==> src/rtl/dff_pipe_pkg.sv <==
// Shared constants, types and helpers for the dff_pipe register pipeline.
package dff_pipe_pkg;

  localparam int DEFAULT_WIDTH = 8;
  localparam int DEFAULT_DEPTH = 4;

  // Classification of what happens at one clock edge, used for the occupancy count.
  typedef enum logic [1:0] {
    XFER_NONE = 2'b00,
    XFER_OUT  = 2'b01,
    XFER_IN   = 2'b10,
    XFER_BOTH = 2'b11
  } xfer_e;

  // Ceiling log2, never below 1 so the result is always a usable vector width.
  function automatic int clog2(input int value);
    int result;
    int span;
    result = 0;
    span   = 1;
    while (span < value) begin
      span   = span * 2;
      result = result + 1;
    end
    if (result < 1) begin
      result = 1;
    end
    return result;
  endfunction

endpackage

==> src/rtl/dff_pipe_if.sv <==
// Handshake bundle between a producer/consumer pair and the dff_pipe pipeline.
interface dff_pipe_if
  import dff_pipe_pkg::*;
#(
  parameter int WIDTH = DEFAULT_WIDTH,
  parameter int OCC_W = clog2(DEFAULT_DEPTH + 1)
);

  logic [WIDTH-1:0] D;
  logic             in_valid;
  logic             in_ready;
  logic             flush;
  logic [WIDTH-1:0] Q;
  logic             out_valid;
  logic             out_ready;
  logic [OCC_W-1:0] occupancy;

  // Environment side: drives write data, flush and the consumer ready.
  modport master (
    output D, in_valid, flush, out_ready,
    input  in_ready, Q, out_valid, occupancy
  );

  // Pipeline side.
  modport slave (
    input  D, in_valid, flush, out_ready,
    output in_ready, Q, out_valid, occupancy
  );

endinterface

==> src/rtl/dff_pipe_stage.sv <==
// One pipeline slot: a valid flag plus a data register that only changes when written.
module dff_pipe_stage
  import dff_pipe_pkg::*;
#(
  parameter int               WIDTH     = DEFAULT_WIDTH,
  parameter logic [WIDTH-1:0] RESET_VAL = '0
) (
  input  logic             clk,
  input  logic             rst_n,
  input  logic             clr,
  input  logic             load,
  input  logic             drain,
  input  logic [WIDTH-1:0] data_in,
  output logic             valid,
  output logic [WIDTH-1:0] data
);

  logic             valid_r;
  logic [WIDTH-1:0] data_r;

  // Valid flag: clear wins, a write fills the slot, an outgoing item empties it.
  always_ff @(posedge clk or negedge rst_n) begin
    if (!rst_n) begin
      valid_r <= 1'b0;
    end else if (clr) begin
      valid_r <= 1'b0;
    end else if (load) begin
      valid_r <= 1'b1;
    end else if (drain) begin
      valid_r <= 1'b0;
    end else begin
      valid_r <= valid_r;
    end
  end

  // Data register: holds its last value unless the slot is written or cleared.
  always_ff @(posedge clk or negedge rst_n) begin
    if (!rst_n) begin
      data_r <= RESET_VAL;
    end else if (clr) begin
      data_r <= RESET_VAL;
    end else if (load) begin
      data_r <= data_in;
    end else begin
      data_r <= data_r;
    end
  end

  assign valid = valid_r;
  assign data  = data_r;

endmodule

==> src/rtl/dff_pipe.sv <==
// Elastic register pipeline of DEPTH slots with bubble collapse, flush and occupancy count.
module dff_pipe
  import dff_pipe_pkg::*;
#(
  parameter int               WIDTH     = DEFAULT_WIDTH,
  parameter int               DEPTH     = DEFAULT_DEPTH,
  parameter logic [WIDTH-1:0] RESET_VAL = '0
) (
  input  logic     clk,
  input  logic     reset,
  dff_pipe_if.slave bus
);

  localparam int OCC_W = clog2(DEPTH + 1);

  logic [DEPTH-1:0] valid_s;
  logic [DEPTH-1:0] move_s;
  logic [DEPTH-1:0] load_s;
  logic [WIDTH-1:0] data_s [DEPTH];
  logic             accept_s;
  logic             out_xfer_s;
  xfer_e            xfer_s;
  logic [OCC_W-1:0] occ_r;

  // Movement resolves from the output backwards: a slot moves when it is full and
  // the slot ahead is either empty or itself moving this cycle.
  always_comb begin
    move_s          = '0;
    move_s[DEPTH-1] = valid_s[DEPTH-1] & bus.out_ready;
    for (int i = DEPTH - 2; i >= 0; i--) begin
      move_s[i] = valid_s[i] & (~valid_s[i+1] | move_s[i+1]);
    end
  end

  // Slot 0 is written by an accepted input, every later slot by its predecessor moving.
  always_comb begin
    load_s    = '0;
    load_s[0] = accept_s;
    for (int i = 1; i < DEPTH; i++) begin
      load_s[i] = move_s[i-1];
    end
  end

  // Input side is closed while flushing or while reset is held low.
  assign bus.in_ready = (~valid_s[0] | move_s[0]) & ~bus.flush & reset;
  assign accept_s     = bus.in_valid & bus.in_ready;
  assign out_xfer_s   = valid_s[DEPTH-1] & bus.out_ready;

  for (genvar g = 0; g < DEPTH; g++) begin : g_stage
    logic [WIDTH-1:0] stage_in_s;

    if (g == 0) begin : g_head
      assign stage_in_s = bus.D;
    end else begin : g_body
      assign stage_in_s = data_s[g-1];
    end

    dff_pipe_stage #(
      .WIDTH     (WIDTH),
      .RESET_VAL (RESET_VAL)
    ) u_stage (
      .clk     (clk),
      .rst_n   (reset),
      .clr     (bus.flush),
      .load    (load_s[g]),
      .drain   (move_s[g]),
      .data_in (stage_in_s),
      .valid   (valid_s[g]),
      .data    (data_s[g])
    );
  end

  // Classify this cycle's transfers for the occupancy update.
  always_comb begin
    xfer_s = xfer_e'({accept_s, out_xfer_s});
  end

  // Occupancy counter: +1 on accept, -1 on output, zero after flush.
  always_ff @(posedge clk or negedge reset) begin
    if (!reset) begin
      occ_r <= '0;
    end else if (bus.flush) begin
      occ_r <= '0;
    end else begin
      case (xfer_s)
        XFER_IN:  occ_r <= occ_r + OCC_W'(1);
        XFER_OUT: occ_r <= occ_r - OCC_W'(1);
        default:  occ_r <= occ_r;
      endcase
    end
  end

  assign bus.Q         = data_s[DEPTH-1];
  assign bus.out_valid = valid_s[DEPTH-1];
  assign bus.occupancy = occ_r;

endmodule

==> src/flat_wrapper.sv <==
// flat-port wrapper written by rule: the top's interface ports become plain ports
module dff_pipe_flat import dff_pipe_pkg::*;
#(
  parameter int               WIDTH     = DEFAULT_WIDTH,
  parameter int               DEPTH     = DEFAULT_DEPTH,
  parameter logic [WIDTH-1:0] RESET_VAL = '0
)
  (clk, reset, bus_D, bus_in_valid, bus_flush, bus_out_ready, bus_in_ready, bus_Q, bus_out_valid, bus_occupancy);
  dff_pipe_if #(.WIDTH(WIDTH), .OCC_W(clog2(5))) bus_i ();
  input  logic clk;
  input  logic reset;
  input wire logic [$bits(bus_i.D)-1:0] bus_D;
  input wire logic [$bits(bus_i.in_valid)-1:0] bus_in_valid;
  input wire logic [$bits(bus_i.flush)-1:0] bus_flush;
  input wire logic [$bits(bus_i.out_ready)-1:0] bus_out_ready;
  output wire logic [$bits(bus_i.in_ready)-1:0] bus_in_ready;
  output wire logic [$bits(bus_i.Q)-1:0] bus_Q;
  output wire logic [$bits(bus_i.out_valid)-1:0] bus_out_valid;
  output wire logic [$bits(bus_i.occupancy)-1:0] bus_occupancy;
  assign bus_i.D = bus_D;
  assign bus_i.in_valid = bus_in_valid;
  assign bus_i.flush = bus_flush;
  assign bus_i.out_ready = bus_out_ready;
  assign bus_in_ready = bus_i.in_ready;
  assign bus_Q = bus_i.Q;
  assign bus_out_valid = bus_i.out_valid;
  assign bus_occupancy = bus_i.occupancy;
  dff_pipe #(.WIDTH(WIDTH), .DEPTH(DEPTH), .RESET_VAL(RESET_VAL)) u_core (.clk(clk), .reset(reset), .bus(bus_i));
endmodule
==> config.mk <==
export PLATFORM = sky130hd
export DESIGN_NAME = dff_pipe_flat
export DESIGN_NICKNAME = d
export VERILOG_FILES = /design/src/rtl/dff_pipe_pkg.sv /design/src/rtl/dff_pipe_if.sv /design/src/rtl/dff_pipe_stage.sv /design/src/rtl/dff_pipe.sv /design/src/flat_wrapper.sv
export SDC_FILE = /design/constraint.sdc
export NUM_CORES = 1
export LEC_CHECK = 0
export CAP_MARGIN = 20
export CELL_PAD_IN_SITES_DETAIL_PLACEMENT = 1
export CELL_PAD_IN_SITES_GLOBAL_PLACEMENT = 1
export CORE_MARGIN = 1.5
export CORE_UTILIZATION = 46
export CTS_CLUSTER_DIAMETER = 200
export DETAILED_ROUTE_END_ITERATION = 6
export GPL_TIMING_DRIVEN = 0
export PLACE_DENSITY_LB_ADDON = 0.3
export REMOVE_ABC_BUFFERS = 1
export SLEW_MARGIN = 20
export SYNTH_ARGS = -nofsm -noshare
export SYNTH_HDL_FRONTEND = slang
export SYNTH_HIERARCHICAL = 1
export SYNTH_SLANG_ARGS = --single-unit
==> constraint.sdc <==
create_clock -name clk -period 2.7 [get_ports clk]
set_input_delay 0.27 -clock clk [delete_from_list [all_inputs] [get_ports clk]]
set_output_delay 0.27 -clock clk [all_outputs]
set_load 0.01 [all_outputs]
==> qor.txt <==
maximum clock rate - 392 MHz
Pins Over Slew Limit - 0
Post-Syn Area - 1770 um2
Area contributors post-synth - dfrtp_1 (55%), mux2i_1 (19%), nor2_1 (7.2%)
status - complete, no violations
DR vias - 1179
# diodes - 0
CTS tree - yes
setup violators final - 0
share of cells above drive strength 1 - 0.113
unrepaired setup endpoints after global routing - no
Initial DRC Count - 39
Min Hold Slack - 0.400 ns
nets - 191
total CTS buffers - 5
hold_buf cts - 1
relative slew slack - 0.429
Tightest Hold Check Type - in -> async
die area - 4240 um2
core footprint - 3690 um2
DRC - 0
# IOs - 26
DR WL/cell - 16.4 um
Clock power frac - 0.387
Internal - 0.920 mW
initial antenna violation count - 0
Post-synth top cells - dfrtp_1 (39), nor2_1 (34), mux2i_1 (33)
Mapped Avg Cell Area - 11.7 um2
post-synthesis cell count - 151
Slew @ Worst Pin - 0.857 ns
combinational share of power - 0.098
post-route cell area - 2150 um2
fillers - 404
Starting Density - 0.481
Synth top area share - 0.550
Root Buffer - clkbuf_8
Setup Buffers After CTS - 0
switching share of power - 0.218
Post-DP Area - 2040 um2
power per cell area - 546 nW/um2
Synth-to-Final Area Change - 21.5%
fin crit share - 0.944
Vias/cell - 5.24
NetSw - 0.256 mW
Placer Congestion - 0.675
chip height - 65.1 um
cell taking the most area after synthesis - dfrtp_1
count leader, synth - dfrtp_1
total of max-cap violations - 0
critical path endpoint category - flop
WS Path Type - in -> reg
WL final - 3690 um
H-tree levels - 2
Critical Path Start Type - primary input
CP max FO - 31
TNS Setup - 0 ns
EDFF count, synth - 0
Setup Skew - 0.00652 ns
Finished Layout Cells - 225
Final Critical Period - 2.55 ns
dpl cells - 217
largest net degree at the start of global routing - 44
sequential cell area fraction in the yosys report - 0.550
async set or reset register ratio after synthesis - 1.00
leakage - 0.941 nW
DIE WIDTH - 65.1 um
first-pass GRT wire length - 6210 um
final hold violations - 0
row cnt - 22
sequential share of power - 0.515
Worst-path clk slew - 0.07 ns
Util after Layout - 0.584
VDD IR max - 574 uV
Post-DRT Antenna Nets - 0
ys flop type - dfrtp_1
clock sink count - 39
total power - 1.18 mW
Req. time, crit path - 2.87 ns
fin worst setup slack - 0.150 ns
CTS resizes - 0
CTS Buffer Depth - 2
vias in the first global route - 1337
gr ovfl total - 0
GRT Util Overall - 0.197
1st-pass router iterations - 4
WP data arrival - 2.72 ns
Synth cell types - 25
Synth Register Bits - 39
worst-skew pair later-pin latency - 0.29 ns
YS warnings - 6
hpwl dp - 2410 um
dpl ws - 0.305 ns
Port Buffers - 25
-- layout by cell type (no fill, tap or decap) --
| cell type | instances |
|---|---|
| mux2_4 | 1 |
| and2b_2 | 1 |
| nor2b_1 | 1 |
| dlygate4sd3_1 | 1 |
| nand2_1 | 3 |
| a21boi_1 | 1 |
| nor2_1 | 34 |
| nor3_2 | 1 |
| a211oi_4 | 1 |
| clkdlybuf4s50_1 | 23 |
| buf_2 | 2 |
| o21ai_0 | 1 |
| bufinv_16 | 1 |
| dfrtp_1 | 39 |
| and3b_1 | 1 |
| a21boi_2 | 1 |
| nor3_1 | 1 |
| buf_12 | 1 |
| a21oi_1 | 5 |
| inv_1 | 5 |
| and4b_4 | 1 |
| a21oi_2 | 2 |
| nand3b_4 | 1 |
| mux2i_1 | 33 |
| clkbuf_1 | 1 |
| nand2b_1 | 5 |
| nor2b_2 | 2 |
| a31oi_1 | 1 |
| nor3b_1 | 1 |
| fa_1 | 1 |
| clkbuf_8 | 5 |
-- sequential cells by signal (all words and copies together) (netlist names) --
name / count
u_core/g_stage.u_stage/data: 32
u_core/g_stage.u_stage/valid: 4
u_core/bus.occupancy: 3
-- power by group through the flow --
stage / sequential [mW] / combinational, mW / clock [mW]
after floorplan: 0.616 / 0.0513 / 0
after global placement: 0.615 / 0.110 / 0
after detailed placement: 0.616 / 0.116 / 0
after CTS: 0.605 / 0.117 / 0.469
after global routing: 0.607 / 0.127 / 0.488
final: 0.605 / 0.116 / 0.455
-- worst max-delay path, stage by stage --
cell and delay (ns):
dlygate4sd3_1 0.51, buf_2 0.30, buf_12 0.25, and3b_1 0.26
nor2_1 0.12, fa_1 0.42, nor3_2 0.21, a21oi_2 0.06
mux2_4 0.30
-- final cells by class --
type,count,area (um2),area share
clock buffer,6,72.6,0.0337
multi-input combinational,99,726,0.337
tap,48,60.1,0.0279
clock inverter,1,30.0,0.0139
inverter,5,18.8,0.00872
timing repair buffer,27,270,0.126
sequential,39,976,0.453
-- cells by family after synthesis --
group	Yosys count	synth area share
DFF	39	0.550
buffers and inverters	13	0.0473
AOI/OAI and AO/OA	12	0.0480
muxes	34	0.195
and+or+nand+nor	52	0.148
adders and majority gates	1	0.0113
-- path summary, 6_finish.rpt --
kind	start	to	slack (ns)	cells past startpoint
worst max-delay path	reset	u_core/bus.occupancy[2]$_DFFE_PN0P_	0.15	9
worst min-delay path	reset	u_core/g_stage[1].u_stage/data[3]$_DFFE_PN0P_	0.40	2
worst max register to register	u_core/g_stage[3].u_stage/valid$_DFFE_PN0P_	u_core/bus.occupancy[2]$_DFFE_PN0P_	0.85	6
worst min register to register	u_core/g_stage[2].u_stage/data[2]$_DFFE_PN0P_	u_core/g_stage[2].u_stage/data[2]$_DFFE_PN0P_	0.53	2
max in group asynchronous	reset	u_core/g_stage[0].u_stage/data[5]$_DFFE_PN0P_	1.84	3
min in group clk	u_core/g_stage[2].u_stage/data[2]$_DFFE_PN0P_	u_core/g_stage[2].u_stage/data[2]$_DFFE_PN0P_	0.53	2
-- metal layers --
metal,up-vias,track usage,wire (um)
met5,-,0,0
met4,0,0.0469,39
met3,4,0.0573,132
met2,24,0.356,1910
met1,601,0.231,1610
li1,550,-,-
(Power assumes the default switching activity.)
